$ cat src/rtl/umi_addr_remap_pkg.sv
// umi_addr_remap_pkg
//   Shared UMI width constants for the address remapper. The values below are
//   the default parameter values of umi_addr_remap and umi_addr_remap_xlate.
//   No ports (package only).
package umi_addr_remap_pkg;

  localparam int UMI_CW    = 32;   // command width
  localparam int UMI_AW    = 64;   // address width
  localparam int UMI_DW    = 256;  // data width
  localparam int UMI_IDW   = 16;   // row/column ID field width
  localparam int UMI_IDSB  = 40;   // LSB of the ID field inside dstaddr
  localparam int UMI_NMAPS = 8;    // number of map table entries

endpackage

$ cat src/rtl/umi_addr_remap_xlate.sv
// umi_addr_remap_xlate
//   Purely combinational destination-address translator.
//   Priority: offset window, then local chip ID (pass-through),
//   then map table (lowest matching index wins), then pass-through.
// Ports:
//   chipid                 local chip ID
//   old_row_col_address    packed match values, entry i at [IDW*i +: IDW]
//   new_row_col_address    packed replacement values, same packing
//   set_dstaddress_low     window low bound, inclusive
//   set_dstaddress_high    window high bound, inclusive
//   set_dstaddress_offset  value added to addresses inside the window
//   dstaddr_in             incoming destination address
//   dstaddr_out            translated destination address
module umi_addr_remap_xlate
  import umi_addr_remap_pkg::*;
#(
  parameter int AW    = UMI_AW,
  parameter int IDW   = UMI_IDW,
  parameter int IDSB  = UMI_IDSB,
  parameter int NMAPS = UMI_NMAPS
) (
  input  logic [IDW-1:0]       chipid,
  input  logic [IDW*NMAPS-1:0] old_row_col_address,
  input  logic [IDW*NMAPS-1:0] new_row_col_address,
  input  logic [AW-1:0]        set_dstaddress_low,
  input  logic [AW-1:0]        set_dstaddress_high,
  input  logic [AW-1:0]        set_dstaddress_offset,
  input  logic [AW-1:0]        dstaddr_in,
  output logic [AW-1:0]        dstaddr_out
);

  logic [IDW-1:0] w_field;
  logic [IDW-1:0] w_new_field;
  logic           w_map_hit;
  logic           w_in_window;
  logic [AW-1:0]  w_mapped;
  logic [AW-1:0]  w_offset_addr;

  assign w_field = dstaddr_in[IDSB +: IDW];

  // Walk the table from the top down so the lowest matching index is the
  // last assignment and therefore wins on duplicate entries.
  always_comb begin
    w_map_hit   = 1'b0;
    w_new_field = w_field;
    for (int i = NMAPS - 1; i >= 0; i--) begin
      if (old_row_col_address[IDW*i +: IDW] == w_field) begin
        w_map_hit   = 1'b1;
        w_new_field = new_row_col_address[IDW*i +: IDW];
      end
    end
  end

  assign w_in_window = (dstaddr_in >= set_dstaddress_low) &&
                       (dstaddr_in <= set_dstaddress_high);

  // Same-width add: the carry out of the MSB is dropped (modulo 2^AW).
  assign w_offset_addr = dstaddr_in + set_dstaddress_offset;

  always_comb begin
    w_mapped                = dstaddr_in;
    w_mapped[IDSB +: IDW]   = w_new_field;
  end

  always_comb begin
    dstaddr_out = dstaddr_in;
    if (w_in_window) begin
      dstaddr_out = w_offset_addr;
    end else if (w_field == chipid) begin
      dstaddr_out = dstaddr_in;
    end else if (w_map_hit) begin
      dstaddr_out = w_mapped;
    end
  end

endmodule

$ cat src/rtl/umi_addr_remap.sv
// umi_addr_remap
//   UMI request-path address translator with one registered output stage.
//   dstaddr is rewritten by umi_addr_remap_xlate; cmd, srcaddr and data pass
//   through unchanged. Full throughput: the register reloads on the same edge
//   it is drained.
// Ports:
//   clk, reset                  single clock, synchronous active-high reset
//   chipid, old/new_row_col_address, set_dstaddress_*   quasi-static config
//   umi_in_*                    input packet and valid/ready handshake
//   umi_out_*                   registered output packet and handshake
module umi_addr_remap
  import umi_addr_remap_pkg::*;
#(
  parameter int CW    = UMI_CW,
  parameter int AW    = UMI_AW,
  parameter int DW    = UMI_DW,
  parameter int IDW   = UMI_IDW,
  parameter int IDSB  = UMI_IDSB,
  parameter int NMAPS = UMI_NMAPS
) (
  input  logic                 clk,
  input  logic                 reset,
  input  logic [IDW-1:0]       chipid,
  input  logic [IDW*NMAPS-1:0] old_row_col_address,
  input  logic [IDW*NMAPS-1:0] new_row_col_address,
  input  logic [AW-1:0]        set_dstaddress_low,
  input  logic [AW-1:0]        set_dstaddress_high,
  input  logic [AW-1:0]        set_dstaddress_offset,
  input  logic                 umi_in_valid,
  output logic                 umi_in_ready,
  input  logic [CW-1:0]        umi_in_cmd,
  input  logic [AW-1:0]        umi_in_dstaddr,
  input  logic [AW-1:0]        umi_in_srcaddr,
  input  logic [DW-1:0]        umi_in_data,
  output logic                 umi_out_valid,
  input  logic                 umi_out_ready,
  output logic [CW-1:0]        umi_out_cmd,
  output logic [AW-1:0]        umi_out_dstaddr,
  output logic [AW-1:0]        umi_out_srcaddr,
  output logic [DW-1:0]        umi_out_data
);

  logic          w_in_xfer;
  logic          w_out_xfer;
  logic [AW-1:0] w_dstaddr_new;

  logic          r_valid;
  logic [CW-1:0] r_cmd;
  logic [AW-1:0] r_dstaddr;
  logic [AW-1:0] r_srcaddr;
  logic [DW-1:0] r_data;

  umi_addr_remap_xlate #(
    .AW    (AW),
    .IDW   (IDW),
    .IDSB  (IDSB),
    .NMAPS (NMAPS)
  ) u_xlate (
    .chipid                (chipid),
    .old_row_col_address   (old_row_col_address),
    .new_row_col_address   (new_row_col_address),
    .set_dstaddress_low    (set_dstaddress_low),
    .set_dstaddress_high   (set_dstaddress_high),
    .set_dstaddress_offset (set_dstaddress_offset),
    .dstaddr_in            (umi_in_dstaddr),
    .dstaddr_out           (w_dstaddr_new)
  );

  // Ready only looks at the register and the downstream ready, never at
  // umi_in_valid, so there is no valid->valid combinational path.
  assign umi_in_ready = !r_valid || umi_out_ready;
  assign w_in_xfer    = umi_in_valid && umi_in_ready;
  assign w_out_xfer   = r_valid && umi_out_ready;

  always_ff @(posedge clk) begin
    if (reset) begin
      r_valid   <= 1'b0;
      r_cmd     <= '0;
      r_dstaddr <= '0;
      r_srcaddr <= '0;
      r_data    <= '0;
    end else if (w_in_xfer) begin
      r_valid   <= 1'b1;
      r_cmd     <= umi_in_cmd;
      r_dstaddr <= w_dstaddr_new;
      r_srcaddr <= umi_in_srcaddr;
      r_data    <= umi_in_data;
    end else if (w_out_xfer) begin
      r_valid   <= 1'b0;
    end
  end

  assign umi_out_valid   = r_valid;
  assign umi_out_cmd     = r_cmd;
  assign umi_out_dstaddr = r_dstaddr;
  assign umi_out_srcaddr = r_srcaddr;
  assign umi_out_data    = r_data;

endmodule

$ cat config.mk
export PLATFORM = sky130hd
export DESIGN_NAME = umi_addr_remap
export DESIGN_NICKNAME = d
export VERILOG_FILES = /design/src/rtl/umi_addr_remap_pkg.sv /design/src/rtl/umi_addr_remap_xlate.sv /design/src/rtl/umi_addr_remap.sv
export SDC_FILE = /design/constraint.sdc
export NUM_CORES = 1
export LEC_CHECK = 0
export ABC_AREA = 1
export BUFFER_PORTS_ARGS = -buffer_cell sky130_fd_sc_hd__buf_2
export CORE_AREA = 4 4 510 512
export CTS_BUF_LIST = sky130_fd_sc_hd__clkbuf_4
export DETAILED_ROUTE_END_ITERATION = 16
export DIE_AREA = 0 0 514 516
export MAX_ROUTING_LAYER = met4
export PLACE_DENSITY = 0.31
export SYNTH_ARGS = -nofsm -noshare
export SYNTH_HDL_FRONTEND = slang
export SYNTH_SLANG_ARGS = --single-unit
export TNS_END_PERCENT = 30
$ cat constraint.sdc
create_clock -name clk -period 4.2 [get_ports clk]
set_clock_uncertainty 0.2 [all_clocks]
set_input_delay 0.42 -clock clk [delete_from_list [all_inputs] [get_ports clk]]
set_output_delay 0.42 -clock clk [all_outputs]
set_load 0.05 [all_outputs]
After elaboration in Yosys (flattened, before gate mapping)
Cells that the tools add are included.
Word-level totals
  register bits: 417
  input bits: 884
  word-level logic and storage cells: 44
Cells by class
  equal/unequal tests: 9
  magnitude comparators: 2
  reduce and logical (&&, ||, !) cells: 6
  add/sub/neg operators: 1
  multiplexer cells: 21
Operator list (number)
  16-bit == test: 9
  16-bit 2-to-1 mux: 8
  56-bit 2-to-1 mux: 2
  64-bit adder: 1
  64-bit >= comparator: 1
  64-bit <= comparator: 1
  64-bit 2-to-1 mux: 1
  1-bit 2-to-1 mux: 10
  1-bit logical AND: 3
  2-bit nonzero test: 1
  1-bit logical NOT: 1
  1-bit logical OR: 1

Depth between registers and ports, before layout
  word-level depth: 12
  depth in mapped cells: 23
  gate-level depth less buffers: 21

Cells and area by module
From an unflattened synthesis, not the netlist that was laid out.
Unflattened totals
  cell total of the unflattened synthesis: 5161
  area, all modules: 31390.1 sq um
By module, submodules not included
  umi_addr_remap: seq. area each 8348.0 sq um, cells an instance 2733, area an instance 18544.0 sq um, times used 1
  umi_addr_remap_xlate: seq. area each 0.0 sq um, cells an instance 2428, area an instance 12846.1 sq um, times used 1

Worst setup path after synthesis
Ideal clock, no wire load.
  kind: input to register
  start: input set_dstaddress_offset[0]
  end: register r_dstaddr[54] (netlist: umi_out_dstaddr[54])
  setup slack: 1.562 ns
  data required time: 3.891 ns
  arrival: 2.329 ns
  stages: 21
  library setup time: 0.109 ns
  buffers on the path: 0
  path through: ha_1 > inv_1 > fa_1 > nand3b_1 > nand2_1 > a21oi_1 > inv_1 > nand2_1 > nand2_1 > a21oi_1 > inv_1 > nand2_1 > nand2_1 > nand2_1 > nand3_1 > nor2_1 > nor2_1 > nand2_1 > nand3_1 > nand2_1 > inv_1
On the way
  longest elaborated chain between the ends: 2
Ends and longest elaborated chain
  start: declaration: line umi_addr_remap.sv:28  | input logic [AW-1:0] set_dstaddress_offset,
  64-bit adder: line umi_addr_remap_xlate.sv:58  | assign w_offset_addr = dstaddr_in + set_dstaddress_offset;
  64-bit 2-to-1 mux: line umi_addr_remap_xlate.sv:67  | if (w_in_window) begin
  end signal: assignment: line umi_addr_remap.sv:85  | r_dstaddr <= w_dstaddr_new;
  end: declaration: line umi_addr_remap.sv:49  | logic [AW-1:0] r_dstaddr;
No other way between the ends.
A chain may end at the register's enable or synchronous reset.

Worst setup path in the final report
  start: input umi_in_dstaddr[45]
  end: register r_dstaddr[13] (netlist: umi_out_dstaddr[13])
On the way
  longest elaborated chain between the ends: 3
  elaborated cells on any way between the ends: 6
Ends and longest elaborated chain
  start: declaration: line umi_addr_remap.sv:32  | input logic [AW-1:0] umi_in_dstaddr,
  64-bit >= comparator, or another cell as far along: line umi_addr_remap_xlate.sv:54  | assign w_in_window = (dstaddr_in >= set_dstaddress_low) &&
  1-bit logical AND / 56-bit 2-to-1 mux (equally long branches): line umi_addr_remap_xlate.sv:54, umi_addr_remap_xlate.sv:69
  64-bit 2-to-1 mux *: line umi_addr_remap_xlate.sv:67
Every way passes the cells marked *; elsewhere a longest branch is shown, timed or not.

==> impl_metrics.env <==
export IMPL_status="finished clean"
export IMPL_yosysSeqAreaShare_pct=31.07
export IMPL_drc_errors=0
export IMPL_area_growth_pct=95.26
export IMPL_slew_violations=0
export IMPL_peakVddDrop_v=0.0002156
export IMPL_die_x_um=514
export IMPL_synth_edf_count=0
export IMPL_via_per_inst=3.749
export IMPL_routedWlPerCell_um=23.58
export IMPL_avgSynthCellArea_um2=6.385
export IMPL_initial_core_util_pct=10.50
export IMPL_rr_worst_depth=8
export IMPL_path_cells="dlygate4sd3_1 -> buf_2 -> buf_4 -> ha_1 -> nand4_1 -> nor2_1 -> nand3_1 -> nor2_1 -> nand4_1 -> nand3_1 -> nand2_4 -> buf_12 -> nand2_1 -> o21ai_0 -> dlygate4sd3_1 -> nand2_1 -> a21oi_1 -> dlygate4sd3_1"
export IMPL_cts_clk_slew_worst_paths_ns=0.05
export IMPL_regToRegSetupSlack_ns=0.67
export IMPL_crit_slowest_cell="dlygate4sd3_1"
export IMPL_cts_root_buffer="clkbuf_4"
export IMPL_synthArstFlopShare_pct=0
export IMPL_dr_pass1_iters=5
export IMPL_drt_iter0_drc=2183
export IMPL_grt_first_pass_wirelength_mm=326.7
export IMPL_power_density_nw_per_um2=291.4
export IMPL_seq_power_share_pct=29.2
export IMPL_max_cap_violations=0
export IMPL_ys_ff_latch=417
export IMPL_core_um2=255800
export IMPL_dr_total_vias=38980
export IMPL_path_max_fanout=41
export IMPL_swShare_pct=41.81
export IMPL_rsz0062_at_grt="no"
export IMPL_tightest_slew_ns=0.8882
export IMPL_drtAntennaViolNets=0
export IMPL_synth_area_um2=26870
export IMPL_internal_power_mw=8.894
export IMPL_cts_tree="yes"
export IMPL_std_cell_rows=186
export IMPL_cp_common_cell="dlygate4sd3_1"
export IMPL_worst_setup_path_start_kind="input pin"
export IMPL_ys_flop_type="dfxtp_1"
export IMPL_overflow=0
export IMPL_setup_tns_ns=0
export IMPL_syn_nets=5284
export IMPL_required_ns=4.99
export IMPL_grt_pass1_vias=39340
export IMPL_grt_max_degree=132
export IMPL_die_h_um=516
export IMPL_clkSinkCount=417
export IMPL_pwr_share_clk_pct=31.2
export IMPL_layout_drive_gt1_share_pct=24.41
export IMPL_reg2reg_to="umi_out_dstaddr[1]"
export IMPL_cts_setup_buffers=0
export IMPL_crit_arrival_ns=4.93
export IMPL_io_pins=1302
export IMPL_p_leak_nw=25.15
export IMPL_hold_viol_final=0
export IMPL_layout_nets=7910
export IMPL_synth_cells=4208
export IMPL_critPathKind="input pin to flip-flop"
export IMPL_fillCellCount=29560
export IMPL_die_area_um2=265200
export IMPL_hpwl_mm=204.9
export IMPL_fin_crit_sh_pct=98.53
export IMPL_regToRegStartpoint="umi_out_valid"
export IMPL_htreeDepth=4
export IMPL_period_needed_ns=4.138
export IMPL_io_buffers=1301
export IMPL_synth_cell_type_count=45
export IMPL_worstSetupStartpoint="umi_in_dstaddr[45]"
export IMPL_place_congestion=0.9053
export IMPL_setup_violations=0
export IMPL_hp_class="input pin to flip-flop"
export IMPL_slowest_delay_ns=0.60
export IMPL_slew_headroom_pct=40.79
export IMPL_fin_cells=10400
export IMPL_combPwrFrac_pct=39.6
export IMPL_p_sw_mw=6.391
export IMPL_numCtsBuffers=144
export IMPL_endpoint_kind="flip-flop"
export IMPL_dpl_cell_count=8806
export IMPL_clock_fmax_mhz=241.6
export IMPL_grtUsageTotal_pct=18.17
export IMPL_insertion_delay_ns=1.10
export IMPL_yosys_warnings=0
export IMPL_wl_mm=245.1
export IMPL_antenna_found_initial=93
export IMPL_cp_endpoint="umi_out_dstaddr[13]"
export IMPL_cts_path_max_buffers=3
-- per-stage QoR --
stage | hold WS (ns) | setup WS, ns | utilization [%] | instance area, um^2 | power, mW
after floorplan | 0.3867 | 1.562 | - | 26870 | 7.218
after global routing | 0.03343 | 0.02063 | 20.50 | 52430 | 16.27
after detailed placement | 0.2566 | 0.02805 | 14.75 | 37710 | 9.512
after CTS | 0.007870 | 0.03218 | 20.41 | 52200 | 15.66
final | 0.1742 | 0.06172 | 20.51 | 52460 | 15.28
after global placement | 0.2533 | 0.001914 | 14.75 | 37710 | 9.537
-- area by class of cell --
class                           count  area, um^2  share of cell area [%]
Inverter                          454        1724                   3.287
Antenna cell                       85       212.7                  0.4055
Multi-Input combinational cell   3145       15980                   30.45
Tap cell                         3384        4234                   8.071
Timing Repair Buffer             2672       20150                   38.41
Sequential cell                   417        8348                   15.91
Clock inverter                     42       331.6                  0.6320
Clock buffer                      198        1486                   2.833
-- Yosys cell counts (6+ instances only) --
| library cell | number | area share, % |
|---|---|---|
| nor2_1 | 996 | 14 |
| nand2_1 | 774 | 11 |
| o21ai_0 | 472 | 8.8 |
| inv_1 | 446 | 6.2 |
| dfxtp_1 | 417 | 31 |
| a21oi_1 | 218 | 4.1 |
| ha_1 | 191 | 8.9 |
| clkbuf_1 | 143 | 2.0 |
| nand3_1 | 116 | 2.2 |
| xnor2_1 | 105 | 3.4 |
| nand4_1 | 48 | 1.1 |
| xor2_1 | 44 | 1.4 |
| buf_4 | 23 | 0.64 |
| o21ai_1 | 22 | 0.41 |
| nor3_1 | 20 | 0.37 |
| o21bai_1 | 18 | 0.50 |
| or2_2 | 18 | 0.42 |
| a31oi_1 | 17 | 0.40 |
| buf_2 | 17 | 0.32 |
| nor2_2 | 13 | 0.30 |
| a21o_1 | 9 | 0.25 |
| o21a_1 | 9 | 0.25 |
| buf_6 | 8 | 0.34 |
| o211ai_1 | 8 | 0.22 |
| inv_2 | 6 | 0.084 |
-- worst min-delay path by stage --
stage                         from                  end  slack [ns]  cells after the start
2_1_floorplan        umi_in_cmd[0]       umi_out_cmd[0]        0.39                      2
3_3_place_gp    umi_out_dstaddr[9]   umi_out_dstaddr[9]        0.25                      2
3_5_place_dp   umi_out_dstaddr[31]  umi_out_dstaddr[31]        0.26                      2
4_1_cts           umi_in_data[234]    umi_out_data[234]       0.008                      4
5_1_grt           umi_in_data[234]    umi_out_data[234]        0.03                      4
6_report          umi_in_data[234]    umi_out_data[234]        0.17                      4
-- per-layer routing --
metal  wire length [um]  track usage [%]  share of wire [%]
met1             101900            20.97                 42
met2             110700            28.74                 45
met3              24950            7.750                 10
met4               7629            5.103                3.1
met5                  0                -                  0
-- cells by family after synthesis --
kind of cell             after synthesis  share of synthesized area (%)
flip-flops                           417                          31.07
buffers and inverters                646                          9.668
adder cells (fa/ha/maj)              192                          8.969
AO/OA/AOI/OAI                        790                          15.40
XOR/XNOR                             149                          4.857
AND/OR/NAND/NOR                     2014                          30.03
-- cell usage in the layout (no fill, tap or decap), drive strengths merged, types with 5 or more instances in the layout --
cell,instances
buf,1406
dlygate4sd3,1266
nor2,1013
nand2,780
o21ai,494
inv,461
dfxtp,417
a21oi,223
clkbuf,198
ha,191
nand3,117
xnor2,105
diode,85
nand4,49
xor2,44
clkinv,31
nor3,20
or2,19
o21bai,18
a31oi,17
a21o,9
o21a,9
o211ai,8
a211oi,5
nand3b,5
nor4,5
-- worst max-delay path: cells and delay by family --
family,cells,cell delay [ns]
AO/OA/AOI/OAI,2,0.13
adder cells (fa/ha/maj),1,0.30
AND/OR/NAND/NOR,9,1.62
buffers and inverters,6,2.39
-- power groups by stage --
stage	Combinational [mW]	Clock, mW	Sequential, mW
4_1_cts	6.10	5.09	4.47
3_5_place_dp	4.96	0	4.55
3_3_place_gp	4.99	0	4.55
6_report	6.05	4.76	4.47
5_1_grt	6.52	5.25	4.51
2_1_floorplan	1.58	0	5.63
-- sequential cells by signal, summed over array words and instances (netlist names) --
register / count
umi_out_cmd: 32
umi_out_data: 256
umi_out_srcaddr: 64
umi_out_valid: 1
umi_out_dstaddr: 64
-- what timing repair did --
item / CTS / global route
resized for setup: 0 / 11
hold buffers: 1266 / 0
hold endpoints to repair: 417 / 0
setup endpoints to repair: 0 / 50
Power figures use the tool's default switching activity.
